==> config.mk <==
export PLATFORM = sky130hd
export DESIGN_NAME = register_scoreboard_flat
export DESIGN_NICKNAME = d
export VERILOG_FILES = /design/src/rtl/register_scoreboard_pkg.sv /design/src/rtl/register_scoreboard_if.sv /design/src/rtl/register_scoreboard_entry.sv /design/src/rtl/register_scoreboard.sv /design/src/flat_wrapper.sv
export SDC_FILE = /design/constraint.sdc
export NUM_CORES = 1
export LEC_CHECK = 0
export ABC_AREA = 1
export CAP_MARGIN = 15
export CORE_MARGIN = 1.5
export CORE_UTILIZATION = 60
export DETAILED_ROUTE_END_ITERATION = 16
export PLACE_DENSITY = 0.79
export SYNTH_ARGS = -nofsm -noshare
export SYNTH_HDL_FRONTEND = slang
export SYNTH_SLANG_ARGS = --single-unit
export TNS_END_PERCENT = 20
==> constraint.sdc <==
create_clock -name clk -period 17.8 [get_ports clk]
set_input_delay 2.67 -clock clk [delete_from_list [all_inputs] [get_ports clk]]
set_output_delay 2.67 -clock clk [all_outputs]
set_load 0.02 [all_outputs]
==> src/rtl/register_scoreboard_pkg.sv <==
`default_nettype none
// ============================================================================
// Package     : register_scoreboard_pkg
// Description : Shared widths, latency constants and types for the register
//               hazard scoreboard of the multicycle MIPS pipeline.
// Revision    : 1.0 - initial release
// ============================================================================
package register_scoreboard_pkg;

    localparam int NUM_REGS     = 32;
    localparam int REG_W        = 5;
    localparam int LAT_W        = 3;
    localparam int TAG_W        = 3;
    // One tag value is kept in reserve so a live tag is never reused while
    // an older write carrying it is still in flight.
    localparam int MAX_INFLIGHT = (1 << TAG_W) - 1;

    typedef logic [REG_W-1:0] reg_idx_t;
    typedef logic [LAT_W-1:0] lat_t;
    typedef logic [TAG_W-1:0] tag_t;

    // Cycles until a result can be forwarded, by producer class.
    localparam lat_t LAT_ALU  = 3'd1;
    localparam lat_t LAT_LOAD = 3'd2;

endpackage : register_scoreboard_pkg
`default_nettype wire

==> src/rtl/register_scoreboard_if.sv <==
`default_nettype none
// ============================================================================
// Interface   : register_scoreboard_if
// Description : Issue (ID), retire (WB) and status signals of the register
//               scoreboard.
//               master : pipeline side - drives issue/retire/control,
//                        receives stall, issue_tag, busy_vec
//               slave  : scoreboard side
// Revision    : 1.0 - initial release
// ============================================================================
interface register_scoreboard_if;
    import register_scoreboard_pkg::*;

    logic                flush;
    logic                forwarding_enable;
    logic                issue_valid;
    logic                issue_wb_en;
    reg_idx_t            issue_dest;
    lat_t                issue_lat;
    reg_idx_t            src1;
    reg_idx_t            src2;
    reg_idx_t            src3;
    logic [2:0]          src_en;
    logic                stall;
    tag_t                issue_tag;
    logic                wb_valid;
    reg_idx_t            wb_dest;
    tag_t                wb_tag;
    logic [NUM_REGS-1:0] busy_vec;

    modport master (
        output flush, forwarding_enable, issue_valid, issue_wb_en, issue_dest,
               issue_lat, src1, src2, src3, src_en, wb_valid, wb_dest, wb_tag,
        input  stall, issue_tag, busy_vec
    );

    modport slave (
        input  flush, forwarding_enable, issue_valid, issue_wb_en, issue_dest,
               issue_lat, src1, src2, src3, src_en, wb_valid, wb_dest, wb_tag,
        output stall, issue_tag, busy_vec
    );

endinterface : register_scoreboard_if
`default_nettype wire

==> src/rtl/register_scoreboard_entry.sv <==
`default_nettype none
// ============================================================================
// Module      : register_scoreboard_entry
// Description : Tracking state for one architectural register: busy flag,
//               forwardability countdown and the tag of the newest write.
//   clk, rst   clock, asynchronous active-high reset
//   i_flush    clear busy and countdown (tag kept)
//   i_set      newest write to this register accepted; load lat and tag
//   i_set_lat  countdown start value
//   i_set_tag  tag of the accepted write
//   i_clr      a write to this register retires
//   i_clr_tag  tag of the retiring write
//   o_busy     register has an outstanding write
//   o_cnt      cycles left until the result is forwardable
// Revision    : 1.0 - initial release
// ============================================================================
module register_scoreboard_entry
    import register_scoreboard_pkg::*;
(
    input  logic clk,
    input  logic rst,
    input  logic i_flush,
    input  logic i_set,
    input  lat_t i_set_lat,
    input  tag_t i_set_tag,
    input  logic i_clr,
    input  tag_t i_clr_tag,
    output logic o_busy,
    output lat_t o_cnt
);

    logic r_busy;
    lat_t r_cnt;
    tag_t r_tag;

    always_ff @(posedge clk or posedge rst) begin
        if (rst) begin
            r_busy <= 1'b0;
            r_cnt  <= '0;
            r_tag  <= '0;
        end else if (i_flush) begin
            r_busy <= 1'b0;
            r_cnt  <= '0;
        end else if (i_set) begin
            // A new write overrides any same-cycle retire of the older one.
            r_busy <= 1'b1;
            r_cnt  <= i_set_lat;
            r_tag  <= i_set_tag;
        end else begin
            // Only the write that owns the current tag may release the
            // register; a stale retire of an overwritten value is ignored.
            if (i_clr && (r_tag == i_clr_tag)) begin
                r_busy <= 1'b0;
            end
            if (r_busy && (r_cnt != '0)) begin
                r_cnt <= r_cnt - lat_t'(1);
            end
        end
    end

    assign o_busy = r_busy;
    assign o_cnt  = r_cnt;

endmodule : register_scoreboard_entry
`default_nettype wire

==> src/rtl/register_scoreboard.sv <==
`default_nettype none
// ============================================================================
// Module      : register_scoreboard
// Description : Producer-side hazard tracker. Records each in-flight register
//               write from issue to write-back, counts down until the value is
//               forwardable, and stalls ID when a source cannot be covered.
//   clk, rst   clock, asynchronous active-high reset
//   sb         register_scoreboard_if.slave (issue, retire, stall, tags,
//              busy_vec debug view)
// Revision    : 1.0 - initial release
// ============================================================================
module register_scoreboard
    import register_scoreboard_pkg::*;
(
    input  logic                 clk,
    input  logic                 rst,
    register_scoreboard_if.slave sb
);

    logic [NUM_REGS-1:0] w_busy;
    lat_t                w_cnt [NUM_REGS];
    reg_idx_t            w_src [3];
    logic [2:0]          w_hazard;
    logic                w_full;
    logic                w_stall;
    logic                w_track;
    logic                w_retire;
    tag_t                r_next_tag;
    tag_t                r_inflight;

    assign w_src[0] = sb.src1;
    assign w_src[1] = sb.src2;
    assign w_src[2] = sb.src3;

    // r0 is hard-wired and never has an outstanding write.
    assign w_busy[0] = 1'b0;
    assign w_cnt[0]  = '0;

    // Hazards depend on registered state only: a same-cycle write-back does
    // not release a stalled consumer.
    always_comb begin
        w_hazard = '0;
        for (int s = 0; s < 3; s++) begin
            w_hazard[s] = sb.src_en[s] && (w_src[s] != '0) && w_busy[w_src[s]] &&
                          (!sb.forwarding_enable || (w_cnt[w_src[s]] != '0));
        end
    end

    assign w_full  = (r_inflight == tag_t'(MAX_INFLIGHT));
    assign w_stall = sb.issue_valid && ((|w_hazard) || (sb.issue_wb_en && w_full));

    // Flush overrides any issue or retire in the same cycle.
    assign w_track  = sb.issue_valid && !w_stall && sb.issue_wb_en &&
                      (sb.issue_dest != '0) && !sb.flush;
    // A retire with nothing in flight is dropped so the count cannot wrap.
    assign w_retire = sb.wb_valid && (r_inflight != '0) && !sb.flush;

    always_ff @(posedge clk or posedge rst) begin
        if (rst) begin
            r_next_tag <= '0;
            r_inflight <= '0;
        end else if (sb.flush) begin
            r_inflight <= '0;
        end else begin
            if (w_track) begin
                r_next_tag <= r_next_tag + tag_t'(1);
            end
            case ({w_track, w_retire})
                2'b10:   r_inflight <= r_inflight + tag_t'(1);
                2'b01:   r_inflight <= r_inflight - tag_t'(1);
                default: r_inflight <= r_inflight;
            endcase
        end
    end

    for (genvar i = 1; i < NUM_REGS; i++) begin : g_entry
        register_scoreboard_entry u_entry (
            .clk       (clk),
            .rst       (rst),
            .i_flush   (sb.flush),
            .i_set     (w_track && (sb.issue_dest == reg_idx_t'(i))),
            .i_set_lat (sb.issue_lat),
            .i_set_tag (r_next_tag),
            .i_clr     (w_retire && (sb.wb_dest == reg_idx_t'(i))),
            .i_clr_tag (sb.wb_tag),
            .o_busy    (w_busy[i]),
            .o_cnt     (w_cnt[i])
        );
    end

    assign sb.stall     = w_stall;
    assign sb.issue_tag = r_next_tag;
    assign sb.busy_vec  = w_busy;

endmodule : register_scoreboard
`default_nettype wire

==> src/flat_wrapper.sv <==
// flat-port wrapper written by rule: the top's interface ports become plain ports
module register_scoreboard_flat import register_scoreboard_pkg::*;
  (clk, rst, sb_flush, sb_forwarding_enable, sb_issue_valid, sb_issue_wb_en, sb_issue_dest, sb_issue_lat, sb_src1, sb_src2, sb_src3, sb_src_en, sb_wb_valid, sb_wb_dest, sb_wb_tag, sb_stall, sb_issue_tag, sb_busy_vec);
  register_scoreboard_if sb_i ();
  input  logic clk;
  input  logic rst;
  input wire logic [$bits(sb_i.flush)-1:0] sb_flush;
  input wire logic [$bits(sb_i.forwarding_enable)-1:0] sb_forwarding_enable;
  input wire logic [$bits(sb_i.issue_valid)-1:0] sb_issue_valid;
  input wire logic [$bits(sb_i.issue_wb_en)-1:0] sb_issue_wb_en;
  input wire logic [$bits(sb_i.issue_dest)-1:0] sb_issue_dest;
  input wire logic [$bits(sb_i.issue_lat)-1:0] sb_issue_lat;
  input wire logic [$bits(sb_i.src1)-1:0] sb_src1;
  input wire logic [$bits(sb_i.src2)-1:0] sb_src2;
  input wire logic [$bits(sb_i.src3)-1:0] sb_src3;
  input wire logic [$bits(sb_i.src_en)-1:0] sb_src_en;
  input wire logic [$bits(sb_i.wb_valid)-1:0] sb_wb_valid;
  input wire logic [$bits(sb_i.wb_dest)-1:0] sb_wb_dest;
  input wire logic [$bits(sb_i.wb_tag)-1:0] sb_wb_tag;
  output wire logic [$bits(sb_i.stall)-1:0] sb_stall;
  output wire logic [$bits(sb_i.issue_tag)-1:0] sb_issue_tag;
  output wire logic [$bits(sb_i.busy_vec)-1:0] sb_busy_vec;
  assign sb_i.flush = sb_flush;
  assign sb_i.forwarding_enable = sb_forwarding_enable;
  assign sb_i.issue_valid = sb_issue_valid;
  assign sb_i.issue_wb_en = sb_issue_wb_en;
  assign sb_i.issue_dest = sb_issue_dest;
  assign sb_i.issue_lat = sb_issue_lat;
  assign sb_i.src1 = sb_src1;
  assign sb_i.src2 = sb_src2;
  assign sb_i.src3 = sb_src3;
  assign sb_i.src_en = sb_src_en;
  assign sb_i.wb_valid = sb_wb_valid;
  assign sb_i.wb_dest = sb_wb_dest;
  assign sb_i.wb_tag = sb_wb_tag;
  assign sb_stall = sb_i.stall;
  assign sb_issue_tag = sb_i.issue_tag;
  assign sb_busy_vec = sb_i.busy_vec;
  register_scoreboard u_core (.clk(clk), .rst(rst), .sb(sb_i));
endmodule
After elaboration in Yosys (flattened, before gate mapping)
Index checks and enable logic that the tools add are counted.
- equal/unequal tests: 96
- order comparisons: 6
- bitwise logic cells: 4
- reductions and logical operators: 283
- multiplexer cells: 203
- add/sub/neg operators: 34
- operators by type and width (cell ; number):
    3-bit 2-to-1 mux ; 100
    3-bit nonzero test ; 98
    5-bit == test (second input constant) ; 32
    1-bit logical AND ; 141
    1-bit 2-to-1 mux ; 96
    3-bit by 1-bit subtractor with 3-bit output (second input constant) ; 32
    3-bit == test ; 31
    5-bit by 4-bit == test with 1-bit output (second input constant) ; 16
    2-bit AND reduction ; 32
    3-bit binary-select mux with 5-bit select ; 3
    5-bit by 3-bit == test with 1-bit output (second input constant) ; 8
    5-bit by 2-bit == test with 1-bit output (second input constant) ; 4
    5-bit nonzero test ; 4
    6-bit >= comparator (second input constant) ; 3
    5-bit by 6-bit < comparator with 1-bit output (second input constant) ; 3
    5-bit inverter with 6-bit output ; 3
    1-bit binary-select mux with 5-bit select ; 3
    5-bit by 1-bit == test with 1-bit output (second input constant) ; 2
    3-bit by 1-bit adder with 3-bit output (second input constant) ; 2
    3-bit case mux with 2 select lines ; 1
    1-bit logical OR ; 4
    3-bit == test (second input constant) ; 1
    1-bit zero test ; 3
    3-bit OR reduction ; 1
    3 further kinds ; 3
- bits in registers: 223
- logic and storage cells: 721
- input port bits: 41

Longest topological paths before layout
Gate-level depths: netlist of the first run.
- depth in word-level cells: 18
- depth in mapped cells: 26

Cells and area by module
Synthesis of the first run repeated with hierarchy kept, for this count alone.
- cell total of the unflattened synthesis: 2686
- area, all modules: 16886.2 um^2
- by module, submodules not included (module ; sequential area each (um^2) ; instances ; area each (um^2) ; cells an instance):
    register_scoreboard_entry ; 175.2 ; 31 ; 405.4 ; 55
    register_scoreboard ; 150.1 ; 1 ; 4319.1 ; 981

Worst setup path before layout of the first run
OpenSTA, ideal clock, no wires.
- kind: input port to output port
- start point: input port sb_src1[1]
- end point: output port sb_stall
- arrival time: 4.615 ns
- stages: 16
- path slack: 10.515 ns
- data required time: 15.130 ns
- path buffers: 4
- cell sequence: buf_2 > inv_4 > nand2_1 > buf_2 > o22ai_1 > o21ai_0 > nand2_1 > nor2_1 > nand2_1 > nand2_1 > nand3_2 > nand2_1 > nor2_8 > buf_4 > buf_2 > nor2_1
- word-level cells in the longest chain between the ends: 10
- elaborated cells on any way between the ends: 15
- classes of those cells: 5 x mux; 1 x bitwise; 9 x reduce/logical
- ends and longest elaborated chain (what ; RTL line ; source):
    from (decl) ; flat_wrapper.sv:13 ; input wire logic [$bits(sb_i.src1)-1:0] sb_src1;
    5-bit inverter with 6-bit output (implied by the code) ; register_scoreboard.sv:45 ; (!sb.forwarding_enable || (w_cnt[w_src[s]] != '0));
    3-bit binary-select mux with 5-bit select ; register_scoreboard.sv:45 ;
    3-bit 2-to-1 mux (implied by the code) (2 in a row) ; register_scoreboard.sv:45 ;
    3-bit nonzero test ; register_scoreboard.sv:45 ;
    1-bit logical OR ; register_scoreboard.sv:45 ;
    1-bit logical AND * ; register_scoreboard.sv:44 ; w_hazard[s] = sb.src_en[s] && (w_src[s] != '0) && w_busy[w_src[s]] &&
    3-bit OR reduction * ; register_scoreboard.sv:50 ; assign w_stall = sb.issue_valid && ((|w_hazard) || (sb.issue_wb_en && w_full));
    1-bit logical OR * ; register_scoreboard.sv:50 ;
    1-bit logical AND * ; register_scoreboard.sv:50 ;
    to (decl) ; flat_wrapper.sv:20 ; output wire logic [$bits(sb_i.stall)-1:0] sb_stall;
Every way passes the cells marked *; elsewhere a longest branch is shown, timed or not. The select of a mux whose other input is x is not followed.

Worst setup path in the final report of the first run
- start point: input port sb_src2[0]
- end point: output port sb_stall
- word-level cells in the longest chain between the ends: 10
- elaborated cells on any way between the ends: 15
- classes of those cells: 5 x mux; 1 x bitwise; 9 x reduce/logical
- ends and longest elaborated chain (what ; RTL line ; source):
    from (decl) ; flat_wrapper.sv:14 ; input wire logic [$bits(sb_i.src2)-1:0] sb_src2;
    5-bit inverter with 6-bit output (implied by the code) ; register_scoreboard.sv:45 ;
    3-bit binary-select mux with 5-bit select ; register_scoreboard.sv:45 ;
    3-bit 2-to-1 mux (implied by the code) (2 in a row) ; register_scoreboard.sv:45 ;
    3-bit nonzero test ; register_scoreboard.sv:45 ;
    1-bit logical OR ; register_scoreboard.sv:45 ;
    1-bit logical AND * ; register_scoreboard.sv:44 ;
    3-bit OR reduction * ; register_scoreboard.sv:50 ;
    1-bit logical OR * ; register_scoreboard.sv:50 ;
    1-bit logical AND * ; register_scoreboard.sv:50 ;
Marked as above.

==> reports/metrics.yaml, run 1 <==
synth:
  synth_area_mm2: 0.0166
  synth.distinct_cells: 44
  synth-edff-count: 0
  synth_warnings: 0
  synthCells: 2432
  synth-seq-area-share_pct: 33.5
  syn_avg_cell_area_um2: 6.84
  synth_fp_nets: 2537
  synthArstFlopShare_pct: 100
  synth_ff_type: "dfrtp_1"
  ys_seq_elements: 223
floorplan:
  die_h_um: 170
  die_x_um: 170
  start_util_pct: 61.4
  die_area_mm2: 0.0287
  core.rowCount: 60
  pin_count: 77
  core-area_mm2: 0.0271
status:
  status: "finished, final reports clean"
pwr:
  p_int_mw: 0.956
  switching_share_pct: 30.9
  power_per_cell_area_mw_per_mm2: 76.5
  cellLeakagePower_nw: 8.94
  p_seq_share_pct: 40.7
  p_clk_share_pct: 40.4
  power.net_switching_mw: 0.428
  vdd_drop_max_mv: 0.106
  p_comb_share_pct: 19.0
setup_path:
  cp_cell_sequence: "clkdlybuf4s50_1 > inv_4 > nor2_2 > nand3_1 > nand2_1 > nor2_1 > nand2_1 > nand3_1 > nand2_1 > nand2_1 > nand2_1 > nand2_1 > nand3_1 > nand2_1 > nor2_8 > nor2_1 > clkdlybuf4s50_1"
  cp_num_buf_inv: 3
  crit_arrival_ns: 6.59
  slowest_delay_ns: 1.18
  cp_max_fo: 26
  cp_top_family: "buffers and inverters"
  path_common_cell: "nand2_1"
  cp_slowest_cell: "clkdlybuf4s50_1"
  critPathCaptureType: "output pin"
  start_kind: "primary input"
  cp.required_ns: 15.13
  critPathKind: "in2out"
place:
  dp_slack_ns: 8.60
  placed_area_mm2: 0.0172
  dp_hpwl_um: 41500
  io_buffers: 75
  gp_congestion: 1.02
  placedCellCount: 2737
final_layout:
  fin_area_mm2: 0.0181
  nets: 2498
  drive_gt1_share_pct: 4.32
  multi_input_area_mm2: 0.00927
  utilization_pct: 66.7
  fillers: 2384
  layout.cells.non_filler: 2784
  area_growth_syn_to_layout_pct: 8.68
  seq_area_mm2: 0.00558
timing:
  setup_violations: 0
  post-route-min-period_ns: 9.26
  tightest_slew_ns: 1.21
  skew_ns: 0.0196
  maxSlewHeadroom_pct: 18.9
  report.final.hold_viol_count: 0
  fmax_mhz: 108
  slew_viol_final: 0
  finalCritPeriodShare_pct: 52.0
  fin_ws_ns: 8.54
  rsz0062_at_grt: "false"
  setup_tns_ns: 0
min_path:
  hold_class: "reg2reg"
clocking:
  cts_htree_levels: 1
  clk_pin_slew_ns: 0.06
  cts.repair.resized: 0
  clk_path_buf_depth: 3
  numCtsBuffers: 26
  clk_latency_ns: 0.57
  cts_setup_buffers: 0
  cts_tree: "yes"
  holdBufCountCts: 0
  clockRootBuffer: "clkbuf_16"
  cts.sinks: 223
route:
  via_per_inst: 6.13
  drt_pass1_iterations: 5
  routed_wl_um: 58700
  drt_iter0_drc: 2208
  drc: 0
  wl_per_cell_um: 21.1
  detailroute.via_count: 17100
  ant_nets: 0
global_routing:
  grtUsageTotal_pct: 41.5
  grt_max_degree: 146
  grt_pass1_vias: 15800
  grt_pass1_wl_um: 90800
  grt_overflow: 0
  grt_antenna_before_repair: 1
flow_run:
  drv_cap: 0
## per-layer routing
layer | share of wire, % | global-route usage (%) | vias to the layer above
li1 | - | - | 7830
met1 | 39 | 55.4 | 7968
met2 | 44 | 63.6 | 1073
met3 | 12 | 8.65 | 203
met4 | 5.7 | 22.0 | 0
met5 | 0 | 0 | -
## Yosys cell counts, types with 5 or more instances
cell type    n  area [um2]
o31ai_1      8        60.1
buf_4       38         285
inv_1      247         927
clkbuf_1    63         236
o2111ai_1   15         131
o22ai_1     16         100
nand2_1    783        2940
o21ai_0    128         641
xor2_1      49         429
o21ai_1     67         335
nand3_1    147         736
buf_2       46         230
nand3b_1    11        82.6
clkinv_1     5        18.8
o311ai_0    10        87.6
nand3_2     15         150
nor2_1     161         604
dfrtp_1    223        5580
a2111oi_0    5        43.8
ha_1        63         788
nor3_1      13        65.1
o211ai_1     9        67.6
buf_1       10        37.5
xnor2_1     56         490
a21oi_1     76         380
nand4_1    132         826
nand3_4      8         140
## power groups by stage
| stage | sequential [mW] | clock (mW) | combinational [mW] |
|---|---|---|---|
| after global routing | 0.566 | 0.581 | 0.286 |
| after detailed placement | 0.571 | 0 | 0.256 |
| final | 0.563 | 0.559 | 0.262 |
| after global placement | 0.569 | 0 | 0.248 |
| after floorplan | 0.569 | 0 | 0.170 |
| after CTS | 0.562 | 0.562 | 0.257 |
## cells by family (layout without fill, tap and decap cells)
group | Yosys count | count (layout) | share of synthesized area [%]
other | 1 | 3 | 0.0225
DFF | 223 | 223 | 33.5
AOI/OAI and AO/OA | 339 | 339 | 11.3
and+or+nand+nor | 1283 | 1283 | 33.9
xor gates and xnor gates | 105 | 105 | 5.53
adders and majority gates | 64 | 64 | 4.86
buffers and inverters | 417 | 395 | 10.8
## state kept, by name (all words and copies together) (netlist names)
register	count
u_core.g_entry.u_entry.o_cnt	93
u_core.r_inflight	3
u_core.g_entry.u_entry.o_busy	31
u_core.sb.issue_tag	3
u_core.g_entry.u_entry.r_tag	93
## path summary, 6_finish.rpt
check,start,to,slack [ns],depth (start not counted)
max,sb_src2[0],sb_stall,8.54,17
min,u_core.g_entry[22].u_entry.o_cnt[1],u_core.g_entry[22].u_entry.o_cnt[1],0.49,2
max reg2reg,u_core.g_entry[5].u_entry.o_cnt[2],u_core.g_entry[2].u_entry.o_cnt[1],13.46,17
min reg2reg,u_core.g_entry[22].u_entry.o_cnt[1],u_core.g_entry[22].u_entry.o_cnt[1],0.49,2
max in group asynchronous,rst,u_core.g_entry[1].u_entry.o_cnt[1],13.35,3
min in group asynchronous,rst,u_core.g_entry[12].u_entry.o_cnt[1],2.68,2
## cells in the final DEF (no fill, tap or decap), types with 26 or more instances in the layout
| cell type | synthesis | layout |
|---|---|---|
| o21ai_1 | 67 | 67 |
| xor2_1 | 49 | 49 |
| clkdlybuf4s50_1 | 0 | 72 |
| nand2_1 | 783 | 783 |
| nand4_1 | 132 | 132 |
| inv_1 | 247 | 245 |
| a21oi_1 | 76 | 76 |
| nand3_1 | 147 | 147 |
| dfrtp_1 | 223 | 223 |
| o21ai_0 | 128 | 128 |
| xnor2_1 | 56 | 56 |
| ha_1 | 63 | 63 |
| clkbuf_16 | 0 | 26 |
| nor2_1 | 161 | 161 |
## cell type report
class	count	share of cell area, %
antenna	2	0.0277
clock buffer	37	4.16
clock inverter	8	0.796
inverter	258	5.44
multi-input combinational	1792	51.3
sequential	223	30.9
tap	372	2.57
timing repair buffer	92	4.88
## worst register-to-register path, cell delays in order (launching register included)
cell and delay (ns):
dfrtp_1 0.42, nand3b_1 0.50, nand2_1 0.18, nand3_1 0.08, nor2_1 0.11, nor2_1 0.05, nand2_1 0.06, nand2_1 0.05
nand2_1 0.07, nand2_1 0.06, nand3_1 0.18, nand2_1 0.17, nor2_8 0.36, buf_4 0.71, nand3_1 0.71, a21oi_1 0.42
nand2_1 0.08, nand2_1 0.06
## per-stage QoR
stage	hold slack [ns]	power (mW)
after detailed placement	0.469	0.827
after floorplan	0.449	0.739
after global routing	0.528	1.43
after global placement	0.466	0.817
final	0.488	1.38
after CTS	0.485	1.38
Power figures use the tool's default switching activity.
==> run 2, diff against run 1 <==
==> constraint.sdc (replaced) <==
create_clock -name clk -period 9.7 [get_ports clk]
set_input_delay 1.455 -clock clk [delete_from_list [all_inputs] [get_ports clk]]
set_output_delay 1.455 -clock clk [all_outputs]
set_load 0.02 [all_outputs]
==> run 2 against run 1 <==
Clock skew is 0.0046 ns higher. Die area unchanged. Register-to-register slack got worse by 8.1 ns. Total power rose by 86%. Flip-flop and latch count did not move. Design area is 0.10% higher. Wire length rose by 1.1%. Largest cell class unchanged. Worst setup slack lost 5.7 ns. Core utilization grew 0.069 points.
==> reports/metrics.yaml, run 2 (synthesis gave the netlist of run 1 again) <==
setup_path:
  cp.required_ns: 8.25  # was 15.13 ns
  start_kind: "primary input"  # unchanged
  rr_worst_depth: 18  # was 17
  critPathCaptureType: "output pin"  # unchanged
  ff2ff_setup_slack_ns: 5.41  # was 13.46 ns
  path_common_cell: "nand2_1"  # unchanged
  slowest_delay_ns: 1.23  # was 1.18 ns
  cp_num_buf_inv: 3  # unchanged
  crit_cells: 18  # was 17
  crit_arrival_ns: 5.37  # was 6.59 ns
  cp_slowest_cell: "clkdlybuf4s50_1"  # unchanged
  cp_cell_sequence: "clkdlybuf4s50_1 > nand2_1 > inv_1 > nand2_1 > nand2_1 > nor2_1 > nand2_1 > nand2_1 > nand3_1 > nand2_1 > nand2_1 > nand2_1 > nand2_1 > nand3_1 > nand2_1 > nor2_8 > nor2_1 > clkdlybuf4s50_1"  # was clkdlybuf4s50_1 > inv_4 > nor2_2 > nand3_1 > nand2_1 > nor2_1 > nand2_1 > nand3_1 > nand2_1 > nand2_1 > nand2_1 > nand2_1 > nand3_1 > nand2_1 > nor2_8 > nor2_1 > clkdlybuf4s50_1
  cp_max_fo: 26  # unchanged
  critPathKind: "in2out"  # unchanged
  cp_top_family: "buffers and inverters"  # unchanged
timing:
  setup_violations: 0  # unchanged
  tightest_slew_ns: 1.16  # was 1.21 ns
  holdWs_ns: 0.481  # was 0.488 ns
  fmax_mhz: 147
  maxSlewHeadroom_pct: 22.6  # was 18.9%
  finalCritPeriodShare_pct: 70.4
  setup_tns_ns: 0  # unchanged
  skew_ns: 0.0242  # was 0.0196 ns
  slew_viol_final: 0  # unchanged
  post-route-min-period_ns: 6.83
  report.final.hold_viol_count: 0  # unchanged
  rsz0062_at_grt: "false"  # unchanged
pwr:
  cellLeakagePower_nw: 8.95  # was 8.94 nW
  p_comb_share_pct: 18.6  # was 19.0%
  p_seq_share_pct: 40.1  # was 40.7%
  switching_share_pct: 31.6  # was 30.9%
  vdd_drop_max_mv: 0.227  # was 0.106 mV
  power_per_cell_area_mw_per_mm2: 142  # was 76.5 mW/mm2
  power.net_switching_mw: 0.815  # was 0.428 mW
  p_int_mw: 1.76  # was 0.956 mW
  p_clk_share_pct: 41.3  # was 40.4%
route:
  routed_wl_um: 59300  # was 58700 um
  drt_iter0_drc: 2201  # was 2208
  via_per_inst: 6.15  # was 6.13
  detailroute.via_count: 17100  # about the same
  ant_nets: 0  # unchanged
  wl_per_cell_um: 21.3  # was 21.1 um
  drt_pass1_iterations: 6  # was 5
  drc: 0  # unchanged
clocking:
  clk_latency_ns: 0.57  # about the same
  cts_tree: "yes"  # unchanged
  cts_setup_buffers: 0  # unchanged
  clk_path_buf_depth: 3  # unchanged
  clk_pin_slew_ns: 0.06  # about the same
  cts.sinks: 223  # unchanged
  cts_htree_levels: 1  # unchanged
  numCtsBuffers: 26  # unchanged
  clockRootBuffer: "clkbuf_16"  # unchanged
  cts.repair.resized: 0  # unchanged
  holdBufCountCts: 0  # unchanged
final_layout:
  layout.cells.non_filler: 2788  # was 2784
  area_growth_syn_to_layout_pct: 8.79  # was 8.68%
  drive_gt1_share_pct: 4.56  # was 4.32%
  layout_commonest_cell: "nand2_1"  # unchanged
  final_cell_mix: "nand2_1, inv_1, dfrtp_1"  # unchanged
  utilization_pct: 66.8  # was 66.7%
  nets: 2499  # was 2498
  multi_input_area_mm2: 0.00927  # unchanged
  seq_area_mm2: 0.00558  # unchanged
  fillers: 2394  # was 2384
flow_run:
  drv_cap: 0  # unchanged
place:
  io_buffers: 75  # unchanged
  placedCellCount: 2738  # was 2737
  gp_congestion: 1.04  # was 1.02
  dp_hpwl_um: 41300  # was 41500 um
status:
  status: "finished, final reports clean"  # unchanged
min_path:
  hold_class: "reg2reg"  # unchanged
  hold_path_depth: 2  # unchanged
global_routing:
  grt_pass1_vias: 15800  # about the same
  grt_antenna_before_repair: 2  # was 1
  grt_pass1_wl_um: 91500  # was 90800 um
  grt_overflow: 0  # unchanged
  grtUsageTotal_pct: 41.8  # was 41.5%
  grt_max_degree: 146  # unchanged
floorplan:
  start_util_pct: 61.4  # unchanged
  die_h_um: 170  # unchanged
  die_x_um: 170  # unchanged
  pin_count: 77  # unchanged
  core.rowCount: 60  # unchanged
  core-area_mm2: 0.0271  # unchanged
  die_area_mm2: 0.0287  # unchanged
[run 2: cell types whose count changed in the layout (fill, tap and decap cells not counted), moves of 2 or more]
cell      before  now
clkinv_2       5    9
buf_4         16   18
clkbuf_1       5    3
clkbuf_8       6    4
inv_6          0    2
[run 2: cell type report]
class	count	share of cell area, %
sequential	223	30.8
clock inverter	15	1.16
clock buffer	33	3.96
tap	372	2.57
multi-input combinational	1792	51.2
antenna	2	0.0276
inverter	258	5.43
timing repair buffer	93	4.81
[run 2: worst register-to-register path, stage by stage, from the launching register on]
cell     delay [ns]
dfrtp_1        0.41
nor2_1         0.31
nand2_1        0.15
nand2_1        0.09
nand3_1        0.13
nand2_1        0.12
nand3_1        0.08
nand2_1        0.08
nand2_1        0.05
nand2_1        0.08
nand2_1        0.06
nand3_1        0.15
nand2_1        0.16
nor2_8         0.32
buf_4          0.76
nand3_1        0.72
a21oi_1        0.42
nand2_1        0.09
nand2_1        0.06
[run 2: worst paths after layout]
kind,from,end
min in group asynchronous,rst,u_core.g_entry[30].u_entry.r_tag[2]
hold reg to reg,u_core.g_entry[22].u_entry.o_cnt[1],u_core.g_entry[22].u_entry.o_cnt[1]
max in group asynchronous,rst,u_core.g_entry[22].u_entry.o_cnt[1]
setup / recovery,sb_src2[0],sb_stall
setup reg to reg,u_core.g_entry[14].u_entry.o_cnt[0],u_core.g_entry[2].u_entry.o_cnt[0]
hold / removal,u_core.g_entry[22].u_entry.o_cnt[1],u_core.g_entry[22].u_entry.o_cnt[1]
[run 2: metrics by stage]
| stage | worst slack [ns] | cell area, um2 | power [mW] |
|---|---|---|---|
| after CTS | 2.98 | 18100 | 2.57 |
| final | 2.87 | 18100 | 2.58 |
| after floorplan | 2.14 | 16600 | 1.36 |
| after global routing | 2.62 | 18100 | 2.67 |
| after global placement | 3.07 | 17200 | 1.50 |
| after detailed placement | 2.97 | 17200 | 1.51 |
[run 2: metal layers]
layer / global-route usage [%] / vias to the layer above / part of all wire (%)
met5: 0 / - / 0.022
met4: 23.9 / 2 / 6.9
met3: 8.40 / 251 / 11
met2: 64.7 / 1121 / 43
met1: 54.7 / 7951 / 39
li1: - / 7820 / -
[run 2: power groups by stage]
stage	combinational, mW	clock, mW	sequential, mW
3_3_place_gp	0.459	0	1.04
2_1_floorplan	0.313	0	1.04
4_1_cts	0.469	1.07	1.03
6_report	0.480	1.06	1.03
5_1_grt	0.520	1.11	1.04
3_5_place_dp	0.467	0	1.05
